## config.mk

```make
export PLATFORM = sky130hd
export DESIGN_NAME = fifo_ctrl
export DESIGN_NICKNAME = d
export VERILOG_FILES = /design/src/rtl/fifo_ctrl_pkg.sv /design/src/rtl/fifo_ctrl_ram.sv /design/src/rtl/fifo_ctrl.sv
export SDC_FILE = /design/constraint.sdc
export NUM_CORES = 1
export LEC_CHECK = 0
export ABC_AREA = 1
export CAP_MARGIN = 20
export CORE_UTILIZATION = 50
export DETAILED_ROUTE_END_ITERATION = 16
export PLACE_DENSITY_LB_ADDON = 0.05
export REMOVE_ABC_BUFFERS = 1
export SLEW_MARGIN = 20
export SYNTH_ARGS = -nofsm -noshare
export SYNTH_HDL_FRONTEND = slang
export SYNTH_SLANG_ARGS = --single-unit
```

## constraint.sdc

```tcl
create_clock -name Clock -period 1.7 [get_ports Clock]
set_input_delay 0.17 -clock Clock [delete_from_list [all_inputs] [get_ports Clock]]
set_output_delay 0.17 -clock Clock [all_outputs]
set_load 0.01 [all_outputs]
```

## src/rtl/fifo_ctrl_pkg.sv

```systemverilog
// Shared constants for the synchronous FIFO controller and its storage RAM.
package fifo_ctrl_pkg;

    // Returns the number of words addressable by an aw-bit pointer.
    function automatic int unsigned depth_of(input int unsigned aw);
        return 32'd1 << aw;
    endfunction

    localparam int unsigned FIFO_DATA_W = 6;
    localparam int unsigned FIFO_ADDR_W = 3;
    localparam int unsigned FIFO_DEPTH  = depth_of(FIFO_ADDR_W);
    localparam int unsigned FIFO_CNT_W  = FIFO_ADDR_W + 1;
    localparam int unsigned FIFO_AF_TH  = 6;
    localparam int unsigned FIFO_AE_TH  = 2;

endpackage

```

## src/rtl/fifo_ctrl_ram.sv

```systemverilog
// Dual-port RAM: one write port and one registered read port.
// Read and write share a single clock edge. On an address collision, the
// read returns the word stored before the write.
module fifo_ctrl_ram
    import fifo_ctrl_pkg::*;
#(
    parameter int unsigned DATA_WIDTH = FIFO_DATA_W,
    parameter int unsigned ADDR_WIDTH = FIFO_ADDR_W,
    parameter int unsigned MEM_SIZE   = FIFO_DEPTH - 1
) (
    input  logic                  Clock,
    input  logic                  Reset,
    input  logic                  wr_en,
    input  logic [ADDR_WIDTH-1:0] wr_addr,
    input  logic [DATA_WIDTH-1:0] wr_data,
    input  logic                  rd_en,
    input  logic [ADDR_WIDTH-1:0] rd_addr,
    output logic [DATA_WIDTH-1:0] rd_data
);

    logic [DATA_WIDTH-1:0] mem [0:MEM_SIZE];

    // Storage array is never cleared; only the output register is reset.
    always_ff @(posedge Clock) begin
        if (wr_en) begin
            mem[wr_addr] <= wr_data;
        end
    end

    // The registered read port returns the word stored before any write on this edge.
    always_ff @(posedge Clock) begin
        if (Reset) begin
            rd_data <= '0;
        end else if (rd_en) begin
            rd_data <= mem[rd_addr];
        end
    end

endmodule

```

## src/rtl/fifo_ctrl.sv

```systemverilog
// Synchronous FIFO controller: pointers, occupancy, registered status flags.
// Storage sits in fifo_ctrl_ram, so popped data appears one cycle after the pop.
module fifo_ctrl
    import fifo_ctrl_pkg::*;
#(
    parameter int unsigned DATA_WIDTH      = FIFO_DATA_W,
    parameter int unsigned ADDR_WIDTH      = FIFO_ADDR_W,
    parameter int unsigned ALMOST_FULL_TH  = FIFO_AF_TH,
    parameter int unsigned ALMOST_EMPTY_TH = FIFO_AE_TH
) (
    input  logic                  Clock,
    input  logic                  Reset,
    input  logic                  iPush,
    input  logic [DATA_WIDTH-1:0] iDataIn,
    input  logic                  iPop,
    output logic [DATA_WIDTH-1:0] oDataOut,
    output logic                  oValid,
    output logic [ADDR_WIDTH:0]   oCount,
    output logic                  oFull,
    output logic                  oEmpty,
    output logic                  oAlmostFull,
    output logic                  oAlmostEmpty,
    output logic                  oOverflow,
    output logic                  oUnderflow
);

    localparam int unsigned DEPTH = depth_of(ADDR_WIDTH);
    localparam int unsigned CNT_W = ADDR_WIDTH + 1;

    localparam logic [CNT_W-1:0] DEPTH_C = CNT_W'(DEPTH);
    localparam logic [CNT_W-1:0] AF_TH_C = CNT_W'(ALMOST_FULL_TH);
    localparam logic [CNT_W-1:0] AE_TH_C = CNT_W'(ALMOST_EMPTY_TH);

    logic [ADDR_WIDTH-1:0] wr_ptr;
    logic [ADDR_WIDTH-1:0] rd_ptr;
    logic [CNT_W-1:0]      cnt_nxt;
    logic                  push_acc;
    logic                  pop_acc;
    logic                  vld_p1;

    // A full FIFO still takes a push when a pop frees a slot on the same edge.
    assign pop_acc  = iPop & ~oEmpty;
    assign push_acc = iPush & (~oFull | pop_acc);

    // Next occupancy. The flags are registered from this value, so they move with oCount.
    always_comb begin
        cnt_nxt = oCount;
        if (push_acc && !pop_acc) begin
            cnt_nxt = oCount + CNT_W'(1);
        end else if (pop_acc && !push_acc) begin
            cnt_nxt = oCount - CNT_W'(1);
        end
    end

    // Pointers, occupancy, flags and sticky error bits. Reset takes priority over push/pop.
    always_ff @(posedge Clock) begin
        if (Reset) begin
            wr_ptr       <= '0;
            rd_ptr       <= '0;
            oCount       <= '0;
            oFull        <= 1'b0;
            oEmpty       <= 1'b1;
            oAlmostFull  <= 1'b0;
            oAlmostEmpty <= 1'b1;
            oOverflow    <= 1'b0;
            oUnderflow   <= 1'b0;
            vld_p1       <= 1'b0;
        end else begin
            if (push_acc) begin
                wr_ptr <= wr_ptr + ADDR_WIDTH'(1);
            end
            if (pop_acc) begin
                rd_ptr <= rd_ptr + ADDR_WIDTH'(1);
            end
            oCount       <= cnt_nxt;
            oFull        <= (cnt_nxt == DEPTH_C);
            oEmpty       <= (cnt_nxt == '0);
            oAlmostFull  <= (cnt_nxt >= AF_TH_C);
            oAlmostEmpty <= (cnt_nxt <= AE_TH_C);
            if (iPush && !push_acc) begin
                oOverflow <= 1'b1;
            end
            if (iPop && !pop_acc) begin
                oUnderflow <= 1'b1;
            end
            vld_p1 <= pop_acc;
        end
    end

    assign oValid = vld_p1;

    // ---- read stage: RAM output register is oDataOut (1-cycle latency) ----
    fifo_ctrl_ram #(
        .DATA_WIDTH (DATA_WIDTH),
        .ADDR_WIDTH (ADDR_WIDTH),
        .MEM_SIZE   (DEPTH - 1)
    ) u_ram (
        .Clock   (Clock),
        .Reset   (Reset),
        .wr_en   (push_acc & ~Reset),
        .wr_addr (wr_ptr),
        .wr_data (iDataIn),
        .rd_en   (pop_acc & ~Reset),
        .rd_addr (rd_ptr),
        .rd_data (oDataOut)
    );

endmodule

```

==> run summary, run 1 <==
Gate power share: 23.4%
Max-Slew Margin vs Limit: 71.0%
sequential group share of total power: 45.1%
hold_sp: oOverflow
postcts setup bufs: 0
Top Metal Used: met4
chip width: 78.9 um
Final Skew: 0.00690 ns
drt first pass iters: 4
Max Root-Sink Buffers: 2
Simple-Gate Fraction of Synth Area: 20.0%
Data required, critical path: 1.53 ns
port buffer count: 26
Pleak: 1.42 nW
Post-CTS Hold Fix Bufs: 0
metal1 wirelength: 2930 um
post-synthesis sequential area ratio: 64.2%
RR Startpoint: oEmpty
post-synthesis adder-cell area fraction: 1.69%
Total Wirelength: 6220 um
pin count of the biggest net entering global routing: 27
Synth Area in XOR/XNOR: 0.296%
CP max stage cell: clkdlybuf4s50_1
Cells after Synth: 292
root buf cell: clkbuf_8
area fraction in compound gates after synthesis: 9.00%
Diodes inserted: 0
clock sinks: 71
Net Switching: 1.32 mW
delay-heaviest family, CP: buffers and inverters
status: completed
Rows: 27
flop2flop setup slack: 0.19 ns
synthesized area: 2960 um^2
clock tree from TritonCTS: done
fraction of layout cells with a size suffix above 1: 17.0%
number of global-route vias before repair: 2072
Clk pwr share: 31.5%
Starting Density: 52.8%
RR Endpoint: u_ram.mem[2][0]
met2 WL: 2680 um
Worst Hold End: oOverflow
Power Internal: 3.24 mW
RSZ-0062 raised after global routing: no
Yosys reg bits: 71
crit-path cells: clkdlybuf4s50_1
fin crit share: 91.4%
crit path DAT: 1.38 ns
H-tree levels: 3
sw frac: 28.9%
post-DP HPWL: 4510 um
final hold viol count: 0
Worst setup EP type: output pin
routability congestion estimate: 0.790
Resize count post-CTS: 0
CORE AREA: 5610 um^2
number of antenna violations at the first check in global routing: 0
worst hold slack: 0.482 ns
worst skew pair latency: 0.34 ns
Startpoint Class: flop
fin crit period: 1.55 ns
peak supply drop: 0.695 mV
DR vias: 2119
Worst Path Class, Setup: reg2out
wire per inst: 14.8 um
Final setup violation count: 0
Max-Cap Viols: 0
PD cells: 1240 nW/um^2
hold depth: 1
fin util: 65.2%
Worst R2R Path Depth: 6
die height: 78.9 um
worst slew pin tran: 0.433 ns
die footprint: 6230 um^2
Largest stage delay, worst path: 0.59 ns
Distinct cells, synth: 27
Tot GR Track Use: 23.3%
Hold Path Class: reg2reg
worst path buffer plus inverter count: 1
Final nets: 357
CTS buffer count: 9
Synth Warn #: 0
global route overflow: 0
DRT antenna net count: 0
metal3 WL: 493 um
area grow syn2layout: 23.6%
DRT iter0 DRCs: 155
first-pass GRT wire length: 10400 um
Worst Path Max Fanout: 7
Final Max Tran Viols: 0
Syn Area/Cell: 10.1 um^2
residual DRC count: 0
Via-to-Cell Ratio: 5.05
Max Freq: 644 MHz
largest family of logic cells by synthesized area: simple AND/OR/NAND/NOR gates
CTS clock-pin slew for the worst setup and hold paths: 0.07 ns
post-synthesis mux area share: 0%
IO Count: 27
-- logic make-up (layout without fill, tap and decap cells) --
logic type	after synthesis	in the layout
AND/OR/NAND/NOR	132	132
flip-flops	71	71
AO/OA/AOI/OAI	52	52
buffers and inverters	32	88
adder cells (fa/ha/maj)	4	4
XOR/XNOR	1	1
-- synth_stat cells, drive strengths merged --
cell type	instances	share of area, %
inv	22	2.9
buf	7	1.4
nand2	39	5.8
clkbuf	3	0.42
a21oi	16	2.8
nor3	5	0.85
dfxtp	23	16
xnor2	1	0.30
nand3	25	5.0
nand4	1	0.21
o21ai	35	5.9
edfxtp	48	49
ha	4	1.7
nor2	62	8.2
o21a	1	0.25
-- worst register-to-register path, cell delays in order, from the launching register on --
cell and delay [ns]:
dfxtp_1 0.37, inv_2 0.09, nand2_4 0.05, a21oi_2 0.18, nand2_1 0.17, nor3_2 0.21, buf_4 0.18
-- worst max path at each step --
stage               startpoint               to  slack, ns  cells after the start
floorplan               oEmpty  u_ram.mem[0][0]      0.002                      5
global placement          iPop  u_ram.mem[2][0]      -0.14                      6
detailed placement        iPop  u_ram.mem[2][1]      -0.17                      6
CTS                     oEmpty  u_ram.mem[2][4]        0.1                      6
global route            oEmpty  u_ram.mem[2][0]       0.05                      6
finish               oCount[2]        oCount[2]       0.15                      1
-- final cells by class --
| class | instances | area [um^2] |
|---|---|---|
| Sequential cell | 71 | 1900 |
| Clock buffer | 10 | 128 |
| Clock inverter | 6 | 85.1 |
| Multi-Input combinational cell | 189 | 928 |
| Fill cell | 436 | 1950 |
| Inverter | 22 | 85.1 |
| Timing Repair Buffer | 50 | 440 |
| Tap cell | 72 | 90.1 |
-- cell usage in the layout, fill, tap and decap left out, drive strengths merged --
| cell | count |
|---|---|
| nor2 | 62 |
| ha | 4 |
| clkinvlp | 2 |
| buf | 24 |
| o21a | 1 |
| nand2 | 39 |
| dfxtp | 23 |
| clkinv | 2 |
| clkbuf | 10 |
| nand3 | 25 |
| o21ai | 35 |
| edfxtp | 48 |
| inv | 22 |
| clkdlybuf4s50 | 26 |
| a21oi | 16 |
| nand4 | 1 |
| bufinv | 2 |
| xnor2 | 1 |
| nor3 | 5 |
-- routing by layer --
metal	vias to the layer above	track usage, %
li1	1094	-
met1	951	34.0
met4	0	12.4
met5	-	0
met3	9	4.14
met2	65	33.1
-- registers in the layout, indices dropped and copies added (netlist names) --
| signal | cells |
|---|---|
| oValid | 1 |
| u_ram.mem | 48 |
| oAlmostEmpty | 1 |
| oEmpty | 1 |
| oAlmostFull | 1 |
| oUnderflow | 1 |
| u_ram.rd_data | 6 |
| wr_ptr | 3 |
| oFull | 1 |
| oOverflow | 1 |
| oCount | 4 |
| rd_ptr | 3 |
-- power by group through the flow --
stage	Combinational, mW	Sequential (mW)	Clock (mW)
6_report	1.07	2.05	1.44
5_1_grt	1.21	2.07	1.54
4_1_cts	1.07	2.05	1.46
3_5_place_dp	1.06	2.09	0
3_3_place_gp	1.05	2.09	0
2_1_floorplan	0.538	2.16	0
-- stage by stage --
stage | std cells | setup TNS (ns) | worst slack [ns] | instance area, um^2 | total power, mW
detailed placement | 404 | -2.77 | -0.171 | 3440 | 3.16
finish | 420 | 0 | 0.146 | 3660 | 4.55
global placement | 404 | -1.79 | -0.136 | 3440 | 3.14
CTS | 420 | 0 | 0.0960 | 3650 | 4.58
global route | 420 | 0 | 0.0521 | 3660 | 4.83
floorplan | 282 | 0 | 0.00246 | 2910 | 2.70
No activity file was read; power rests on OpenSTA's default activity.
==> run 2, diff against run 1 <==
- CELL_PAD_IN_SITES_DETAIL_PLACEMENT: unset -> 2
- CELL_PAD_IN_SITES_GLOBAL_PLACEMENT: unset -> 2
- CORE_MARGIN: unset -> 2
- CORE_UTILIZATION: 50 -> 33
- PLACE_DENSITY_LB_ADDON: 0.05 -> 0.1
==> run 2 against run 1 <==
Compared with the run above: design area is the same; global-route usage is 4.9 points lower; count of clock-buffer cells in the layout down 1; die area up 56%; sequential share of layout area is the same; largest power group unchanged; combinational power up 7%; final cell count increased by 7.6%; routed wire length rose by 33%; via count increased by 4.3%; clock skew down 0.0024 ns; sequential cell count is the same; non-clock buffer count decreased by 3.
==> run summary, run 2 (synthesis results as in run 1) <==
status: completed
fin crit period: 1.61 ns
Final setup violation count: 0
global route overflow: 0
Final Max Tran Viols: 0
Rows: 34
clock tree from TritonCTS: done
die footprint: 9740 um^2
port buffer count: 26
area grow syn2layout: 23.6%
crit-path cells: clkdlybuf4s50_1
Worst setup EP type: output pin
Resize count post-CTS: 0
Final nets: 354
Pleak: 1.41 nW
postcts setup bufs: 0
Data required, critical path: 1.53 ns
residual DRC count: 0
DR vias: 2210
fin crit share: 94.5%
root buf cell: clkbuf_8
fin util: 42.0%
Regs by FF count: u_ram.mem (48), u_ram.rd_data (6), oCount (4)
Starting Density: 33.9%
drt first pass iters: 4
DRT iter0 DRCs: 63
pin count of the biggest net entering global routing: 27
chip width: 98.7 um
worst skew pair latency: 0.34 ns
Diodes inserted: 0
die height: 98.7 um
Max-Slew Margin vs Limit: 66.9%
post-DP HPWL: 6210 um
wire per inst: 18.3 um
RSZ-0062 raised after global routing: no
Tot GR Track Use: 18.4%
CTS clock-pin slew for the worst setup and hold paths: 0.07 ns
Post-CTS Hold Fix Bufs: 0
total power: 4.60 mW
Final Skew: 0.00445 ns
CP max stage cell: clkdlybuf4s50_1
clock sinks: 71
most frequent cells in the layout: nor2_1 (60), edfxtp_1 (48), nand2_1 (33)
first-pass GRT wire length: 13300 um
worst slew pin tran: 0.496 ns
max reg flops: 48
delay-heaviest family, CP: buffers and inverters
routability congestion estimate: 0.807
Via-to-Cell Ratio: 4.89
Most flops, register: u_ram.mem
peak supply drop: 0.478 mV
Largest stage delay, worst path: 0.61 ns
number of antenna violations at the first check in global routing: 0
Startpoint Class: flop
IO Count: 27
Max-Cap Viols: 0
Hold Path Class: reg2reg
Worst Path Class, Setup: reg2out
Max Root-Sink Buffers: 2
H-tree levels: 3
DRT antenna net count: 0
Max Freq: 623 MHz
Total Wirelength: 8260 um
crit path DAT: 1.44 ns
most common cell after layout, fill and taps aside: nor2_1
CTS buffer count: 9
Worst Path Max Fanout: 7
CORE AREA: 8720 um^2
final hold viol count: 0
PD cells: 1260 nW/um^2
number of global-route vias before repair: 2459
fraction of layout cells with a size suffix above 1: 14.8%
worst path buffer plus inverter count: 1
[run 2: cell count changes in the layout (fill, tap and decap cells not counted)]
| cell | previous run | this run |
|---|---|---|
| clkbuf_1 | 1 | 0 |
| clkinv_1 | 0 | 3 |
| buf_4 | 24 | 21 |
| clkinvlp_4 | 2 | 0 |
| clkinv_2 | 2 | 1 |
| nor3_1 | 3 | 5 |
| nor3_2 | 2 | 0 |
[run 2: final cells by class]
type	count	area (um^2)
clock buffer	9	124
inverter	22	85.1
clock inverter	6	76.3
tap	108	135
sequential	71	1900
multi-input combinational	189	918
fill	933	5060
timing repair buffer	47	418
[run 2: per-stage QoR]
| step | instances | worst slack [ns] | hold WS, ns | instance area (um^2) | setup TNS [ns] |
|---|---|---|---|---|---|
| floorplan | 282 | 0.00246 | 0.242 | 2910 | 0 |
| global placement | 437 | -0.0809 | 0.456 | 3460 | -2.67 |
| detailed placement | 437 | -0.143 | 0.469 | 3460 | -4.89 |
| CTS | 452 | 0.0540 | 0.488 | 3660 | 0 |
| global route | 452 | 0.00597 | 0.526 | 3660 | 0 |
| finish | 452 | 0.0937 | 0.478 | 3660 | 0 |
[run 2: final timing paths]
| kind | cells after the start | slack, ns | end | from |
|---|---|---|---|---|
| setup / recovery | 1 | 0.09 | oCount[2] | oCount[2] |
| hold / removal | 1 | 0.48 | oOverflow | oOverflow |
| setup reg to reg | 6 | 0.15 | u_ram.mem[1][4] | oEmpty |
| hold reg to reg | 1 | 0.48 | oOverflow | oOverflow |
[run 2: report_power, final]
part / total (mW) / internal [mW] / switching [mW]
clock: 1.40 / 0.800 / 0.602
combinational: 1.14 / 0.453 / 0.686
sequential: 2.06 / 1.97 / 0.0908
[run 2: metal layers]
metal,vias up,track usage (%),wire length [um]
met5,-,0,0
met4,0,8.32,250
met3,17,2.98,233
met2,31,29.8,3970
met1,1081,24.4,3810
li1,1081,-,-
==> run 3, diff against run 2 <==
- ABC_CLOCK_PERIOD_IN_PS: unset -> 1700
==> results of run 3 <==
No change in the layout: final DEF, timing and power equal those of run 2.
